$ cat config.mk
export PLATFORM = sky130hd
export DESIGN_NAME = ws2812_rx_decoder
export DESIGN_NICKNAME = d
export VERILOG_FILES = /design/src/rtl/ws2812_pkg.sv /design/src/rtl/ws2812_rx_sync.sv /design/src/rtl/ws2812_rx_decoder.sv
export SDC_FILE = /design/constraint.sdc
export NUM_CORES = 1
export LEC_CHECK = 0
export ABC_CLOCK_PERIOD_IN_PS = 1600
export BUFFER_PORTS_ARGS = -buffer_cell sky130_fd_sc_hd__buf_2
export CORE_ASPECT_RATIO = 0.5
export CORE_MARGIN = 4
export CORE_UTILIZATION = 30
export DETAILED_ROUTE_END_ITERATION = 8
export HOLD_SLACK_MARGIN = 0.02
export PLACE_DENSITY = 0.52
export SYNTH_ARGS = -nofsm -noshare
export SYNTH_HDL_FRONTEND = slang
export SYNTH_SLANG_ARGS = --single-unit
export TNS_END_PERCENT = 5
$ cat constraint.sdc
create_clock -name clk -period 1.6 [get_ports clk]
set_clock_uncertainty 0.15 [all_clocks]
set_input_delay 0.4 -clock clk [delete_from_list [all_inputs] [get_ports clk]]
set_output_delay 0.4 -clock clk [all_outputs]
set_load 0.02 [all_outputs]
$ cat src/rtl/ws2812_pkg.sv
`default_nettype none
// ============================================================================
// Module      : ws2812_pkg
// Description : Shared definitions for the WS2812 receive decoder: FSM state
//               encoding and default timing constants for a 200 MHz clock.
// Revision    : 1.0  initial release
// ============================================================================
package ws2812_pkg;

    // Receive FSM states
    typedef enum logic [1:0] {
        S_SYNC = 2'd0,   // waiting for a reset-length low gap
        S_LOW  = 2'd1,   // line low between bits / frames
        S_HIGH = 2'd2    // measuring a high pulse
    } ws2812_state_t;

    // Default timing in clk cycles at 200 MHz
    localparam int DEF_MIN_HIGH   = 20;     // 0.1 us
    localparam int DEF_BIT_THRESH = 120;    // 0.6 us
    localparam int DEF_MAX_HIGH   = 400;    // 2.0 us
    localparam int DEF_RESET_CYC  = 10000;  // 50 us
    localparam int DEF_CNT_W      = 14;

endpackage : ws2812_pkg
`default_nettype wire

$ cat src/rtl/ws2812_rx_sync.sv
`default_nettype none
// ============================================================================
// Module      : ws2812_rx_sync
// Description : Two-flop synchroniser for the asynchronous WS2812 line plus a
//               third flop for single-cycle rise/fall detection.
// Ports       : clk    - system clock
//               Rst_n  - synchronous active-low reset
//               din    - asynchronous line input
//               level  - synchronised line level (s2)
//               rise   - one-cycle pulse on 0->1 of level
//               fall   - one-cycle pulse on 1->0 of level
// Revision    : 1.0  initial release
// ============================================================================
module ws2812_rx_sync (
    input  logic clk,
    input  logic Rst_n,
    input  logic din,
    output logic level,
    output logic rise,
    output logic fall
);

    logic s1_q, s2_q, s3_q;
    logic s1_d, s2_d, s3_d;

    always_comb begin
        s1_d = din;
        s2_d = s1_q;
        s3_d = s2_q;
    end

    always_ff @(posedge clk) begin
        if (!Rst_n) begin
            s1_q <= 1'b0;
            s2_q <= 1'b0;
            s3_q <= 1'b0;
        end else begin
            s1_q <= s1_d;
            s2_q <= s2_d;
            s3_q <= s3_d;
        end
    end

    assign level = s2_q;
    assign rise  = s2_q & ~s3_q;
    assign fall  = ~s2_q & s3_q;

endmodule : ws2812_rx_sync
`default_nettype wire

$ cat src/rtl/ws2812_rx_decoder.sv
`default_nettype none
// ============================================================================
// Module      : ws2812_rx_decoder
// Description : Decodes a WS2812 NRZ one-wire stream into bytes (MSB first).
//               Reports decoded bytes, end-of-frame (long low gap) and timing
//               errors as single-cycle registered pulses.
// Ports       : clk, Rst_n (sync active-low), din (async line input)
//               data_out[7:0], data_valid, frame_end, bit_err
//               frame_bytes[5:0], err_cnt[7:0] (statistics)
// Config      : WS2812_RX_STATS_EN - when defined, builds the per-frame byte
//               counter and saturating error counter; otherwise both outputs
//               are tied to zero.
// Revision    : 1.0  initial release
// ============================================================================
module ws2812_rx_decoder
    import ws2812_pkg::*;
#(
    parameter int MIN_HIGH   = DEF_MIN_HIGH,
    parameter int BIT_THRESH = DEF_BIT_THRESH,
    parameter int MAX_HIGH   = DEF_MAX_HIGH,
    parameter int RESET_CYC  = DEF_RESET_CYC,
    parameter int CNT_W      = DEF_CNT_W
) (
    input  logic       clk,
    input  logic       Rst_n,
    input  logic       din,
    output logic [7:0] data_out,
    output logic       data_valid,
    output logic       frame_end,
    output logic       bit_err,
    output logic [5:0] frame_bytes,
    output logic [7:0] err_cnt
);

    // The timer restarts from 0 on the cycle after an edge, so when it reads
    // N-1 the line has held its level for N complete cycles. Thresholds are
    // therefore compared against PARAM-1.
    localparam logic [CNT_W-1:0] c_min_last    = CNT_W'(MIN_HIGH - 1);
    localparam logic [CNT_W-1:0] c_thresh_last = CNT_W'(BIT_THRESH - 1);
    localparam logic [CNT_W-1:0] c_max_last    = CNT_W'(MAX_HIGH - 1);
    localparam logic [CNT_W-1:0] c_reset_last  = CNT_W'(RESET_CYC - 1);
    localparam logic [CNT_W-1:0] c_reset_cyc   = CNT_W'(RESET_CYC);

    logic w_level, w_rise, w_fall;

    ws2812_rx_sync u_sync (
        .clk   (clk),
        .Rst_n (Rst_n),
        .din   (din),
        .level (w_level),
        .rise  (w_rise),
        .fall  (w_fall)
    );

    ws2812_state_t    state_q, state_d;
    logic [CNT_W-1:0] timer_q, timer_d;
    logic [2:0]       bit_cnt_q, bit_cnt_d;
    logic [7:0]       shift_q, shift_d;
    logic [7:0]       data_out_q, data_out_d;
    logic             data_valid_q, data_valid_d;
    logic             frame_end_q, frame_end_d;
    logic             bit_err_q, bit_err_d;
    logic             w_bit;

    // Decoded value of the pulse ending this cycle (valid on fall in S_HIGH)
    assign w_bit = (timer_q >= c_thresh_last);

    always_comb begin
        state_d      = state_q;
        bit_cnt_d    = bit_cnt_q;
        shift_d      = shift_q;
        data_out_d   = data_out_q;
        data_valid_d = 1'b0;
        frame_end_d  = 1'b0;
        bit_err_d    = 1'b0;

        if (w_rise || w_fall) begin
            timer_d = '0;
        end else if (timer_q == c_reset_cyc) begin
            timer_d = timer_q;
        end else begin
            timer_d = timer_q + 1'b1;
        end

        case (state_q)
            S_SYNC: begin
                // Entry into S_LOW here is silent: no frame_end on resync
                if (!w_level && !w_fall && (timer_q >= c_reset_last)) begin
                    state_d = S_LOW;
                end
            end

            S_LOW: begin
                if (w_rise) begin
                    state_d = S_HIGH;
                end else if (timer_q == c_reset_last) begin
                    // Timer passes this value exactly once per gap, which
                    // makes frame_end a natural one-shot.
                    frame_end_d = 1'b1;
                    bit_err_d   = (bit_cnt_q != 3'd0);
                    bit_cnt_d   = 3'd0;
                end
            end

            S_HIGH: begin
                if (w_fall) begin
                    if (timer_q < c_min_last) begin
                        bit_err_d = 1'b1;
                        bit_cnt_d = 3'd0;
                        state_d   = S_SYNC;
                    end else begin
                        shift_d = {shift_q[6:0], w_bit};
                        state_d = S_LOW;
                        if (bit_cnt_q == 3'd7) begin
                            data_out_d   = {shift_q[6:0], w_bit};
                            data_valid_d = 1'b1;
                            bit_cnt_d    = 3'd0;
                        end else begin
                            bit_cnt_d = bit_cnt_q + 3'd1;
                        end
                    end
                end else if (timer_q == c_max_last) begin
                    // Stuck high: leaving S_HIGH guarantees a single error
                    bit_err_d = 1'b1;
                    bit_cnt_d = 3'd0;
                    state_d   = S_SYNC;
                end
            end

            default: begin
                state_d   = S_SYNC;
                bit_cnt_d = 3'd0;
            end
        endcase
    end

    always_ff @(posedge clk) begin
        if (!Rst_n) begin
            state_q      <= S_SYNC;
            timer_q      <= '0;
            bit_cnt_q    <= 3'd0;
            shift_q      <= 8'd0;
            data_out_q   <= 8'd0;
            data_valid_q <= 1'b0;
            frame_end_q  <= 1'b0;
            bit_err_q    <= 1'b0;
        end else begin
            state_q      <= state_d;
            timer_q      <= timer_d;
            bit_cnt_q    <= bit_cnt_d;
            shift_q      <= shift_d;
            data_out_q   <= data_out_d;
            data_valid_q <= data_valid_d;
            frame_end_q  <= frame_end_d;
            bit_err_q    <= bit_err_d;
        end
    end

    assign data_out   = data_out_q;
    assign data_valid = data_valid_q;
    assign frame_end  = frame_end_q;
    assign bit_err    = bit_err_q;

`ifdef WS2812_RX_STATS_EN
    logic [5:0] byte_cnt_q, byte_cnt_d;
    logic [5:0] frame_bytes_q, frame_bytes_d;
    logic [7:0] err_cnt_q, err_cnt_d;

    always_comb begin
        byte_cnt_d    = byte_cnt_q;
        frame_bytes_d = frame_bytes_q;
        err_cnt_d     = err_cnt_q;

        if (frame_end_d) begin
            frame_bytes_d = byte_cnt_q;
            byte_cnt_d    = 6'd0;
        end else if (state_d == S_SYNC && state_q != S_SYNC) begin
            // A resync abandons the frame; its bytes are not reported
            byte_cnt_d = 6'd0;
        end else if (data_valid_d && byte_cnt_q != 6'd63) begin
            byte_cnt_d = byte_cnt_q + 6'd1;
        end

        if (bit_err_d && err_cnt_q != 8'd255) begin
            err_cnt_d = err_cnt_q + 8'd1;
        end
    end

    always_ff @(posedge clk) begin
        if (!Rst_n) begin
            byte_cnt_q    <= 6'd0;
            frame_bytes_q <= 6'd0;
            err_cnt_q     <= 8'd0;
        end else begin
            byte_cnt_q    <= byte_cnt_d;
            frame_bytes_q <= frame_bytes_d;
            err_cnt_q     <= err_cnt_d;
        end
    end

    assign frame_bytes = frame_bytes_q;
    assign err_cnt     = err_cnt_q;
`else
    assign frame_bytes = 6'd0;
    assign err_cnt     = 8'd0;
`endif

endmodule : ws2812_rx_decoder
`default_nettype wire

==> impl_metrics.env <==
export IMPL_final_area_sq_um=2670
export IMPL_total_leakage_power_nw=1.13
export IMPL_drc=0
export IMPL_firstDrtPassIters=6
export IMPL_syn_area_per_cell_sq_um=8.72
export IMPL_rsz0062_at_grt="true"
export IMPL_grt_overflow_total=0
export IMPL_clock_sinks=40
export IMPL_grt_max_degree=24
export IMPL_ff2ff_setup_slack_ns=-0.05
export IMPL_root_buffer="clkbuf_16"
export IMPL_grt_pass1_vias=1665
export IMPL_met3_usage=0.0256
export IMPL_critPathKind="flop to flop"
export IMPL_ir_worst_vdd_uv=405
export IMPL_fillers=671
export IMPL_synth_seq_cells=40
export IMPL_clock_path_buffers=2
export IMPL_hold_class="input port to flop"
export IMPL_path_clk_slew_ns=0.06
export IMPL_total_power_mw=2.26
export IMPL_core_sq_um=6730
export IMPL_setup_viol=9
export IMPL_dp_hpwl_mm=3.16
export IMPL_ys_flop_type="dfxtp_1"
export IMPL_drive_gt1_frac=0.304
export IMPL_io_pins=28
export IMPL_die_area_sq_um=8450
export IMPL_pwr_density_cell_nw_per_um2=844
export IMPL_cp_start_kind="flop"
export IMPL_wl_per_cell_microns=11.4
export IMPL_gp_congestion=0.736
export IMPL_synth_cell_type_count=42
export IMPL_violations="setup timing"
export IMPL_period_share=1.03
export IMPL_synth_area_sq_um=2090
export IMPL_mostFrequentLayoutCell="buf_4"
export IMPL_fin_nets=298
export IMPL_clk_latency_ns=0.28
export IMPL_synth_edff_count=0
export IMPL_place_ws_ns=-0.128
export IMPL_start_util=0.311
export IMPL_wirelength_mm=4.28
export IMPL_place_area_sq_um=2430
export IMPL_critPathCaptureType="flop"
export IMPL_synth_async_sr_flop_share=0
export IMPL_areaGrowthSynthToFinish_pct=27.8
export IMPL_portBuffers=13
export IMPL_fp_dieH_microns=67.1
export IMPL_die_w_microns=126
export IMPL_crit_required_ns=1.63
export IMPL_final_cell_mix="buf_4, dfxtp_1, nand2_1"
export IMPL_cts_tree="yes"
export IMPL_cap_viol_max_count=0
export IMPL_grt_util_all_layers=0.107
export IMPL_synthCells=240
export IMPL_grt_pass1_wl_mm=7.27
export IMPL_synth_warnings=0
export IMPL_grt_util_met2=0.191
export IMPL_fp_row_count=21
export IMPL_setup_ws_ns=-0.0469
export IMPL_seq_area_frac_synth=0.383
export IMPL_grt_busiest_layer="met2"
export IMPL_utilization=0.397
export IMPL_status="finished with violations"
export IMPL_avgViaCountPerCell=4.44
export IMPL_first_iter_violations=95
export IMPL_hold_viol=0
export IMPL_slew_violations=0
export IMPL_min_period_ns=1.65
export IMPL_antenna_found_initial=0
export IMPL_cts_max_level=2
export IMPL_vias=1666
export IMPL_cp_max_fo=20
export IMPL_max_freq_ghz=0.607
export IMPL_whs_ns=0.172
export IMPL_crit_arrival_ns=1.67
export IMPL_postRouteAntennaNets=0
export IMPL_grt_use_met1=0.119
export IMPL_cts_made_buffers=5
export IMPL_diodes=0
[cell usage after synthesis (5+ instances only)]
cell type  number  area [sq um]
dfxtp_1        40           801
nand2_1        31           116
nor2_1         22          82.6
buf_4          16           120
nand3_1        16          80.1
a21boi_1       13          97.6
ha_1           13           163
inv_1          11          41.3
and3_1          6          37.5
xnor2_1         6          52.6
xor2_1          6          52.6
o21ai_1         5          25.0
[worst max-delay path, stage by stage, from the launching register on]
cell and delay (ns):
dfxtp_2 0.33, ha_4 0.18, o31ai_4 0.17, nand4_2 0.17, and3_4 0.30, a21oi_2 0.16, nor3b_2 0.06
[stage by stage]
stage | TNS [ns] | std cells
after floorplan | -0.845 | 253
after global placement | -0.858 | 367
after detailed placement | -1.85 | 367
after CTS | -0.414 | 375
after global routing | -2.46 | 375
final | -0.169 | 375
[final timing paths]
| kind | from | to | cells after the start |
|---|---|---|---|
| worst max-delay path | timer_q[0]$_SDFFE_PP0P_ | data_out[0]$_SDFFE_PN0P_ | 6 |
| worst min-delay path | din | u_sync.s1_q$_SDFF_PN0_ | 2 |
| worst max register to register | timer_q[0]$_SDFFE_PP0P_ | data_out[0]$_SDFFE_PN0P_ | 6 |
| worst min register to register | u_sync.s1_q$_SDFF_PN0_ | u_sync.level$_SDFF_PN0_ | 1 |
[routing by layer]
metal	part of all wire	up-vias	wire [microns]
li1	-	856	-
met1	0.47	766	2010
met2	0.47	34	2010
met3	0.038	10	163
met4	0.023	0	99
met5	0	-	0
[cell families (layout without fill, tap and decap cells)]
group | count (synthesis) | count (layout) | share of synthesized area
DFF | 40 | 40 | 0.383
buffers and inverters | 37 | 67 | 0.108
and+or+nand+nor | 104 | 104 | 0.266
AOI/OAI and AO/OA | 29 | 29 | 0.0951
xor gates and xnor gates | 12 | 12 | 0.0502
muxes | 4 | 4 | 0.0191
other | 1 | 14 | 0.00179
adders and majority gates | 13 | 13 | 0.0778
[registers in the layout, summed over array words and instances, names as in the netlist]
name          cells
state_q           2
u_sync.s1_q       1
data_valid        1
shift_q           7
frame_end         1
u_sync.level      1
bit_err           1
data_out          8
bit_cnt_q         3
u_sync.s3_q       1
timer_q          14
[area by class of cell]
class	instances	area [sq um]	share of cell area
tap	92	115	0.0431
timing repair buffer	48	340	0.127
clock buffer	5	125	0.0468
multi-input combinational	176	1190	0.447
sequential	40	815	0.305
inverter	11	41.3	0.0154
clock inverter	3	42.5	0.0159
[repair_timing]
| action | in CTS | in global routing |
|---|---|---|
| hold buffers | 0 | 0 |
| resized for setup | 12 | 11 |
| setup buffers | 0 | 0 |
| pin swaps | 5 | 3 |
| endpoints found under the setup margin | 27 | 36 |
[power breakdown]
part           internal, mW  switching, mW
clock network         0.732          0.403
registers              1.01        0.00834
logic                0.0376         0.0695
Note: power is estimated with default switching activity, not from simulation.
